**src/rtl/hamming_dec.sv**
```systemverilog
// hamming_dec: two-stage pipelined Hamming single-error-correcting decoder
// with valid/ready handshake and saturating error counters.
`default_nettype none

module hamming_dec #(
  parameter int k = 4,
  parameter int m = 3
) (
  input  logic             clk,
  input  logic             rst,
  input  logic [k+m-1:0]   cin,
  input  logic             cvld,
  output logic             crdy,
  output logic [k-1:0]     dout,
  output logic             dvld,
  input  logic             drdy,
  output logic [m-1:0]     syn,
  output logic             err_corr,
  output logic             err_uncorr,
  output logic [15:0]      corr_cnt,
  output logic [15:0]      uncorr_cnt
);

  localparam int N = k + m;

  // Codeword position of data bit j: the j-th position p whose p+1 is not a power of two.
  function automatic int data_pos(int j);
    int c   = 0;
    int pos = 0;
    for (int p = 0; p < N; p++) begin
      if (((p + 1) & p) != 0) begin
        if (c == j) pos = p;
        c++;
      end
    end
    return pos;
  endfunction

  function automatic logic [N-1:0] cover_mask(int i);
    logic [N-1:0] r = '0;
    for (int p = 0; p < N; p++) begin
      if ((((p + 1) >> i) & 1) != 0) r = r | (N'(1) << p);
    end
    return r;
  endfunction

  logic [N-1:0] w_placed;
  logic [m-1:0] w_syn;

  for (genvar j = 0; j < k; j++) begin : g_place_data
    localparam int P = data_pos(j);
    assign w_placed[P] = cin[j];
  end

  for (genvar i = 0; i < m; i++) begin : g_place_par
    assign w_placed[(1 << i) - 1] = cin[k + i];
  end

  // Each parity position 2**i-1 is covered only by its own mask, so it folds into the XOR.
  for (genvar i = 0; i < m; i++) begin : g_syn
    localparam logic [N-1:0] MASK = cover_mask(i);
    assign w_syn[i] = ^(w_placed & MASK);
  end

  logic         adv;
  logic         s1_vld_q;
  logic [N-1:0] s1_cin_q;
  logic [m-1:0] s1_syn_q;
  logic         dvld_q;
  logic [k-1:0] dout_q;
  logic [k-1:0] dout_d;
  logic [m-1:0] syn_q;
  logic         corr_q;
  logic         corr_d;
  logic         uncorr_q;
  logic         uncorr_d;
  logic [15:0]  corr_cnt_q;
  logic [15:0]  corr_cnt_d;
  logic [15:0]  uncorr_cnt_q;
  logic [15:0]  uncorr_cnt_d;
  logic         w_syn_zero;
  logic         w_syn_pow2;
  logic         w_syn_inrange;
  logic         w_hs;

  assign adv = !dvld_q || drdy;
  assign w_hs = dvld_q && drdy;

  assign w_syn_zero    = (s1_syn_q == '0);
  assign w_syn_pow2    = !w_syn_zero && ((s1_syn_q & (s1_syn_q - m'(1))) == '0);
  assign w_syn_inrange = (int'(s1_syn_q) <= N);

  // A syndrome matching a data position is never a power of two and always in range.
  for (genvar j = 0; j < k; j++) begin : g_fix
    localparam logic [m-1:0] SYNJ = m'(data_pos(j) + 1);
    assign dout_d[j] = s1_cin_q[j] ^ (s1_syn_q == SYNJ);
  end

  assign corr_d   = s1_vld_q && !w_syn_zero && (w_syn_pow2 || w_syn_inrange);
  assign uncorr_d = s1_vld_q && !w_syn_zero && !w_syn_pow2 && !w_syn_inrange;

  always_ff @(posedge clk or posedge rst) begin
    if (rst) begin
      s1_vld_q <= 1'b0;
      s1_cin_q <= '0;
      s1_syn_q <= '0;
      dvld_q   <= 1'b0;
      dout_q   <= '0;
      syn_q    <= '0;
      corr_q   <= 1'b0;
      uncorr_q <= 1'b0;
    end else if (adv) begin
      s1_vld_q <= cvld;
      s1_cin_q <= cin;
      s1_syn_q <= w_syn;
      dvld_q   <= s1_vld_q;
      dout_q   <= dout_d;
      syn_q    <= s1_syn_q;
      corr_q   <= corr_d;
      uncorr_q <= uncorr_d;
    end
  end

  always_comb begin
    corr_cnt_d   = corr_cnt_q;
    uncorr_cnt_d = uncorr_cnt_q;
    if (w_hs && corr_q && (corr_cnt_q != 16'hFFFF))
      corr_cnt_d = corr_cnt_q + 16'd1;
    if (w_hs && uncorr_q && (uncorr_cnt_q != 16'hFFFF))
      uncorr_cnt_d = uncorr_cnt_q + 16'd1;
  end

  always_ff @(posedge clk or posedge rst) begin
    if (rst) begin
      corr_cnt_q   <= '0;
      uncorr_cnt_q <= '0;
    end else begin
      corr_cnt_q   <= corr_cnt_d;
      uncorr_cnt_q <= uncorr_cnt_d;
    end
  end

  assign crdy       = adv;
  assign dout       = dout_q;
  assign dvld       = dvld_q;
  assign syn        = syn_q;
  assign err_corr   = corr_q;
  assign err_uncorr = uncorr_q;
  assign corr_cnt   = corr_cnt_q;
  assign uncorr_cnt = uncorr_cnt_q;

endmodule

`default_nettype wire

```
**config.mk**
```make
export PLATFORM = sky130hd
export DESIGN_NAME = hamming_dec
export DESIGN_NICKNAME = d
export VERILOG_FILES = /design/src/rtl/hamming_dec.sv
export SDC_FILE = /design/constraint.sdc
export NUM_CORES = 1
export LEC_CHECK = 0
export CAP_MARGIN = 10
export CORE_MARGIN = 2
export CORE_UTILIZATION = 35
export CTS_CLUSTER_SIZE = 16
export DETAILED_ROUTE_END_ITERATION = 12
export PLACE_DENSITY = 0.64
export SYNTH_ARGS = -nofsm -noshare
export SYNTH_HDL_FRONTEND = slang
export SYNTH_SLANG_ARGS = --single-unit
export TNS_END_PERCENT = 10
```
**constraint.sdc**
```tcl
create_clock -name clk -period 1.83 [get_ports clk]
set_clock_uncertainty 0.15 [all_clocks]
set_input_delay 0.4575 -clock clk [delete_from_list [all_inputs] [get_ports clk]]
set_output_delay 0.4575 -clock clk [all_outputs]
set_load 0.01 [all_outputs]
```
==> results.py, run 1 <==
metrics = {
    "timing": {
        "setup_violations": 0,
        "final-hold-violation-count": 0,
        "final.period_utilization_pct": 97.5,
        "setup_tns_ns": 0,
        "final.hold.worst_slack_ns": 0.290,
        "setup_slack_ns": 0.0460,
        "grt_setup_unrepaired": "true",
        "finalCriticalPeriod_ns": 1.78,
        "finalMaxSlewViolations": 0,
        "fmaxAchievable_mhz": 561,
    },
    "finish": {
        "multi_input_comb_area_um2": 801,
        "final.fill_count": 476,
        "layout.nets": 242,
        "post_route_cells_drive_above_1_share_pct": 14.7,
        "area_growth_from_synthesis_to_layout_pct": 33.6,
        "insertedDiodeCount": 0,
        "area.sequential_um2": 831,
    },
    "synth": {
        "synth_cells": 178,
        "synth_area_leaders": "sky130_fd_sc_hd__dfrtp_1 48%, sky130_fd_sc_hd__nand2_1 8.4%, sky130_fd_sc_hd__buf_4 7.9%",
        "synth.top_cell.area_share_pct": 48.4,
        "synth.avg_cell_area_um2": 9.59,
        "synth_sequential_area_ratio_pct": 48.4,
        "netlist-cell-type-count": 32,
        "dominantRegCellSynth": "sky130_fd_sc_hd__dfrtp_1",
        "ys_ff_latch": 33,
        "synth_compound_gate_area_share_pct": 5.43,
        "postSynth.asyncResetShare_pct": 100,
        "combinational_family_with_the_most_area_after_synthesis": "simple AND/OR/NAND/NOR gates",
        "synthSimpleGateAreaFrac_pct": 22.7,
        "synthesis.area_mm2": 0.00171,
        "synth_xor_xnor_area_share_pct": 11.8,
        "synth.area.mux_share_pct": 1.47,
        "synth_edf_count": 0,
        "synth.yosys.warnings": 0,
        "post-synth-top-area-cell": "sky130_fd_sc_hd__dfrtp_1",
        "synthAdderAreaFrac_pct": 0.733,
    },
    "route": {
        "first_iter_violations": 54,
        "vias_per_cell": 4.47,
        "route.vias.total": 1331,
        "ant_nets": 0,
        "drt-pass1-iter-count": 4,
        "wire_per_inst_um": 11.3,
        "drc": 0,
        "drt-total-wl_um": 3370,
    },
    "worst_setup_path": {
        "cp-startpoint": "dout[0]",
        "path_cells": "clkdlybuf4s50_1",
        "gate_family_responsible_for_the_most_delay_along_the_worst_path": "buffers and inverters",
        "cp_slowest_stage_delay_ns": 0.55,
        "crit_path_end_kind": "primary output",
        "type_of_element_launching_the_critical_path": "register",
        "critPathRequiredTime_ns": 1.22,
        "worst_ep_arrival_time_ns": 1.18,
        "worst-path-max-fanout": 2,
        "critical_path.n_buffers_inverters": 1,
        "setup.worst_path.class": "reg -> out",
        "critical_path.slowest_cell": "sky130_fd_sc_hd__clkdlybuf4s50_1",
        "r2r-start": "corr_cnt[0]",
    },
    "clock_network": {
        "inserted_clock_buffers": 5,
        "worst_skew_pair.late_latency_ns": 0.28,
        "cts_root_buffer": "sky130_fd_sc_hd__clkbuf_8",
        "hold_buffers": 0,
        "tritoncts": "yes",
        "clock_path_buffers": 2,
        "cts.htree.levels": 2,
        "clock_sink_count": 33,
        "clk_transition_reported_paths_ns": 0.06,
    },
    "placed_design": {
        "place.detailed.hpwl_um": 2450,
        "port_buffers": 36,
        "globalplace.congestion": 0.743,
        "pre_cts_worst_setup_slack_ns": -0.431,
    },
    "floorplanning": {
        "die_h_um": 73.8,
        "start_util_pct": 36.1,
        "die_width_um": 73.8,
        "core_area_mm2": 0.00472,
        "floorplan.die_area_mm2": 0.00545,
        "count_of_boundary_i_o_pins": 54,
        "std_cell_rows": 25,
    },
    "global_routing": {
        "vias_in_the_first_global_route": 1172,
        "grtUsageTotal_pct": 13.2,
        "grt_start_max_net_pins": 20,
        "grt_first_pass_wirelength_um": 5440,
        "grt_antenna_before_repair": 0,
        "grt.overflow.total": 0,
    },
    "pwr": {
        "finalPower_uw": 2140,
        "power_per_cell_area_mw_per_mm2": 941,
        "leakagePower_uw": 0.00119,
        "vdd_drop_max_mv": 0.391,
    },
    "run": {
        "max_cap_viol_count": 0,
    },
    "min_path": {
        "min_path_type": "in -> async",
    },
    "outcome": {
        "run_status": "finished clean",
    },
}
[per-layer routing]
| metal | vias to the layer above | track usage, % | wire length, um |
|---|---|---|---|
| met5 | - | 0 | 0 |
| met1 | 618 | 15.8 | 1490 |
| met2 | 36 | 21.4 | 1680 |
| met4 | 0 | 5.05 | 55 |
| met3 | 6 | 4.94 | 131 |
| li1 | 671 | - | - |
[cell usage after synthesis, types with 4 or more instances]
master and count:
sky130_fd_sc_hd__nor4_1 4, sky130_fd_sc_hd__xnor2_1 9, sky130_fd_sc_hd__a21oi_1 4, sky130_fd_sc_hd__buf_4 18
sky130_fd_sc_hd__xor2_1 14, sky130_fd_sc_hd__dfrtp_1 33, sky130_fd_sc_hd__nand3_1 8, sky130_fd_sc_hd__and3_1 4
sky130_fd_sc_hd__nand2_1 38, sky130_fd_sc_hd__o21ai_0 8, sky130_fd_sc_hd__nor2_1 7
[cells in the final DEF, fill, tap and decap left out, types with 5 or more instances in the layout]
cell and instances:
sky130_fd_sc_hd__buf_4 13, sky130_fd_sc_hd__clkbuf_8 5, sky130_fd_sc_hd__clkdlybuf4s50_1 13, sky130_fd_sc_hd__conb_1 17, sky130_fd_sc_hd__dfrtp_1 29, sky130_fd_sc_hd__dlygate4sd2_1 16
sky130_fd_sc_hd__dlymetal6s2s_1 6, sky130_fd_sc_hd__nand2_1 38, sky130_fd_sc_hd__nand3_1 8, sky130_fd_sc_hd__nor2_1 7, sky130_fd_sc_hd__o21ai_0 8, sky130_fd_sc_hd__xnor2_1 9
sky130_fd_sc_hd__xor2_1 14
[metrics by stage]
stage,instances,utilization (%),area [um^2]
final,298,48.3,2280
after global routing,298,48.3,2280
after CTS,296,47.4,2240
after detailed placement,288,46.0,2170
after global placement,288,46.0,2170
after floorplan,194,-,1780
[cell families after synthesis]
family | count (synthesis)
AOI/OAI and AO/OA | 16
DFF | 33
xor gates and xnor gates | 23
muxes | 2
adders and majority gates | 1
buffers and inverters | 24
other | 1
and+or+nand+nor | 78
[where the power goes]
group          internal [uW]  switching, uW  leakage [uW]
clock network            270            249     0.0000395
logic                    335            292      0.000741
registers                869            130      0.000407
total                   1470            670       0.00119
[registers in the layout, indices dropped and copies added, names as in the netlist]
register / count
syn: 3
s1_syn_q: 3
s1_cin_q: 4
dvld: 1
corr_cnt: 16
dout: 4
s1_vld_q: 1
err_corr: 1
[final timing paths]
kind	endpoint	slack, ns	cells after the start
worst max-delay path	dout[0]	0.05	1
worst min-delay path	dout[1]	0.29	2
worst max register to register	corr_cnt[15]	0.05	5
worst min register to register	syn[1]	0.32	2
max in group asynchronous	s1_syn_q[2]	0.80	3
min in group clk	syn[1]	0.32	2
[layout make-up]
| cell class | instances | share of cell area (%) |
|---|---|---|
| sequential | 33 | 36.4 |
| multi-input combinational | 137 | 35.1 |
| inverter | 3 | 0.494 |
| timing repair buffer | 50 | 20.7 |
| clock buffer | 8 | 3.51 |
| tap | 67 | 3.68 |
[repair_timing]
action	4_1_cts	5_1_grt
endpoints found under the setup margin	17	12
cloned	0	0
pin swaps	0	0
buffers inserted	0	2
gates resized for setup	21	11
hold endpoints to repair	0	0
No activity file was read; power rests on OpenSTA's default activity.
==> run 2, diff against run 1 <==
Settings changed: RECOVER_POWER set to 50.
==> run 2 against run 1 <==
  * Via count grew 0.68%
  * Sequential share of layout area rose by 0.43 points
  * Fmax about the same
  * Register-to-register slack about the same
==> results.py, run 2 (same netlist as run 1, synthesis figures left out) <==
metrics = {
    "outcome": {
        "run_status": "finished clean",
    },
    "route": {
        "drt-total-wl_um": 3360,
        "first_iter_violations": 58,
        "ant_nets": 0,
        "wire_per_inst_um": 11.3,
        "drt-pass1-iter-count": 4,
        "vias_per_cell": 4.50,
        "drc": 0,
        "route.vias.total": 1340,
    },
    "global_routing": {
        "grtUsageTotal_pct": 13.2,
        "vias_in_the_first_global_route": 1172,
        "grt.overflow.total": 0,
        "grt_first_pass_wirelength_um": 5440,
        "grt_start_max_net_pins": 20,
        "grt_antenna_before_repair": 0,
    },
    "floorplanning": {
        "std_cell_rows": 25,
        "die_h_um": 73.8,
        "floorplan.die_area_mm2": 0.00545,
        "count_of_boundary_i_o_pins": 54,
        "core_area_mm2": 0.00472,
        "die_width_um": 73.8,
        "start_util_pct": 36.1,
    },
    "clock_network": {
        "cts_root_buffer": "sky130_fd_sc_hd__clkbuf_8",
        "tritoncts": "yes",
        "worst_skew_pair.late_latency_ns": 0.28,
        "inserted_clock_buffers": 5,
        "cts.htree.levels": 2,
        "clock_path_buffers": 2,
        "clk_transition_reported_paths_ns": 0.06,
        "clock_sink_count": 33,
    },
    "timing": {
        "finalMaxSlewViolations": 0,
        "grt_setup_unrepaired": "true",
        "finalCriticalPeriod_ns": 1.79,
        "final.period_utilization_pct": 97.6,
        "setup_tns_ns": 0,
        "final-hold-violation-count": 0,
        "worst-slew-pin-transition_ns": 0.712,
        "setup_violations": 0,
        "timing.slew.headroom_pct": 52.5,
        "fmaxAchievable_mhz": 560,
    },
    "worst_setup_path": {
        "worst-path-max-fanout": 2,
        "critPathRequiredTime_ns": 1.22,
        "rrSetupSlack_ns": 0.05,
        "type_of_element_launching_the_critical_path": "register",
        "gate_family_responsible_for_the_most_delay_along_the_worst_path": "buffers and inverters",
        "critical_path.slowest_cell": "sky130_fd_sc_hd__clkdlybuf4s50_1",
        "cp-startpoint": "dout[0]",
        "cp_slowest_stage_delay_ns": 0.55,
        "crit_path_end_kind": "primary output",
        "path_cells": "clkdlybuf4s50_1",
        "setup.worst_path.class": "reg -> out",
        "worst_r2r_path_depth": 5,
        "regToRegEndpoint": "corr_cnt[15]",
        "critical_path.n_buffers_inverters": 1,
        "r2r-start": "corr_cnt[0]",
        "worst_ep_arrival_time_ns": 1.18,
    },
    "finish": {
        "post_route_cells_drive_above_1_share_pct": 13.0,
        "final_cell_count_no_fill": 298,
        "layout_common_cells": "38 x sky130_fd_sc_hd__nand2_1, 29 x sky130_fd_sc_hd__dfrtp_1, 17 x sky130_fd_sc_hd__conb_1",
        "insertedDiodeCount": 0,
        "final.fill_count": 482,
        "layout.cells.most_common": "sky130_fd_sc_hd__nand2_1",
        "area.sequential_um2": 831,
        "area_growth_from_synthesis_to_layout_pct": 32.0,
        "largest_register_ffs": 16,
        "multi_input_comb_area_um2": 801,
        "layout.nets": 242,
    },
    "min_path": {
        "hold_path_end": "syn[1]",
        "hold-path-cell-count": 2,
        "min_from": "syn[1]",
        "min_path_type": "reg -> reg",
    },
    "placed_design": {
        "globalplace.congestion": 0.743,
        "place.detailed.hpwl_um": 2450,
        "port_buffers": 36,
        "numPlacedInstances": 288,
    },
    "pwr": {
        "finalPower_uw": 2130,
        "power_per_cell_area_mw_per_mm2": 947,
        "vdd_drop_max_mv": 0.392,
        "leakagePower_uw": 0.00117,
    },
    "run": {
        "max_cap_viol_count": 0,
    },
}
## run 2: cell count changes in the layout (fill, tap and decap cells not counted)
cell                              change
sky130_fd_sc_hd__dlygate4sd3_1        +1
sky130_fd_sc_hd__buf_4                -3
sky130_fd_sc_hd__clkdlybuf4s50_1      -1
sky130_fd_sc_hd__clkbuf_2             +1
sky130_fd_sc_hd__inv_1                +1
sky130_fd_sc_hd__inv_2                -1
sky130_fd_sc_hd__buf_12               -1
sky130_fd_sc_hd__clkbuf_1             +3
## run 2: worst max-delay path by stage
stage / to / depth (start not counted)
final: dout[0] / 1
after global routing: corr_cnt[13] / 5
after CTS: corr_cnt[8] / 1
after detailed placement: crdy / 4
after global placement: crdy / 4
after floorplan: corr_cnt[1] / 6
## run 2: worst reg2reg max path: stages, from the launching register on
cell and delay [ns]:
sky130_fd_sc_hd__dfrtp_2 0.40, sky130_fd_sc_hd__ha_2 0.21, sky130_fd_sc_hd__and3_1 0.21, sky130_fd_sc_hd__and3_1 0.23, sky130_fd_sc_hd__nor4_1 0.33, sky130_fd_sc_hd__xor2_1 0.17
## run 2: what timing repair did
item                       CTS  global route
hold buffers                 0             0
setup endpoints to repair   17            12
buffers inserted             0             2
gates resized for setup     21            11
## run 2: stage by stage
stage	utilization, %	hold WS (ns)	setup WS (ns)	area [um^2]
final	47.7	0.322	0.0447	2250
after floorplan	-	0.296	0.0115	1780
after CTS	47.4	0.299	-0.0387	2240
after detailed placement	46.0	0.313	-0.431	2170
after global routing	47.7	0.352	-0.0451	2250
after global placement	46.0	0.306	-0.441	2170
## run 2: where the power goes
group	total, uW	internal, uW	switching [uW]	leakage [uW]
clock network	518	270	249	0.0000395
logic	615	325	290	0.000726
registers	1000	869	131	0.000407
total	2130	1460	669	0.00117
## run 2: layer usage
layer  wire length, um  share of wire (%)  up-vias  global-route usage [%]
met4                61                1.8        0                    5.05
met2              1670                 50       35                    21.4
met1              1490                 44      624                    15.8
met5                 0                  0        -                       0
met3               135                4.0        7                    4.94
li1                  -                  -      674                       -
## run 2: area by class of cell
cell class | instances | share of cell area (%)
sequential | 33 | 36.9
multi-input combinational | 137 | 35.5
timing repair buffer | 50 | 19.8
tap | 67 | 3.72
clock buffer | 8 | 3.55
inverter | 3 | 0.500
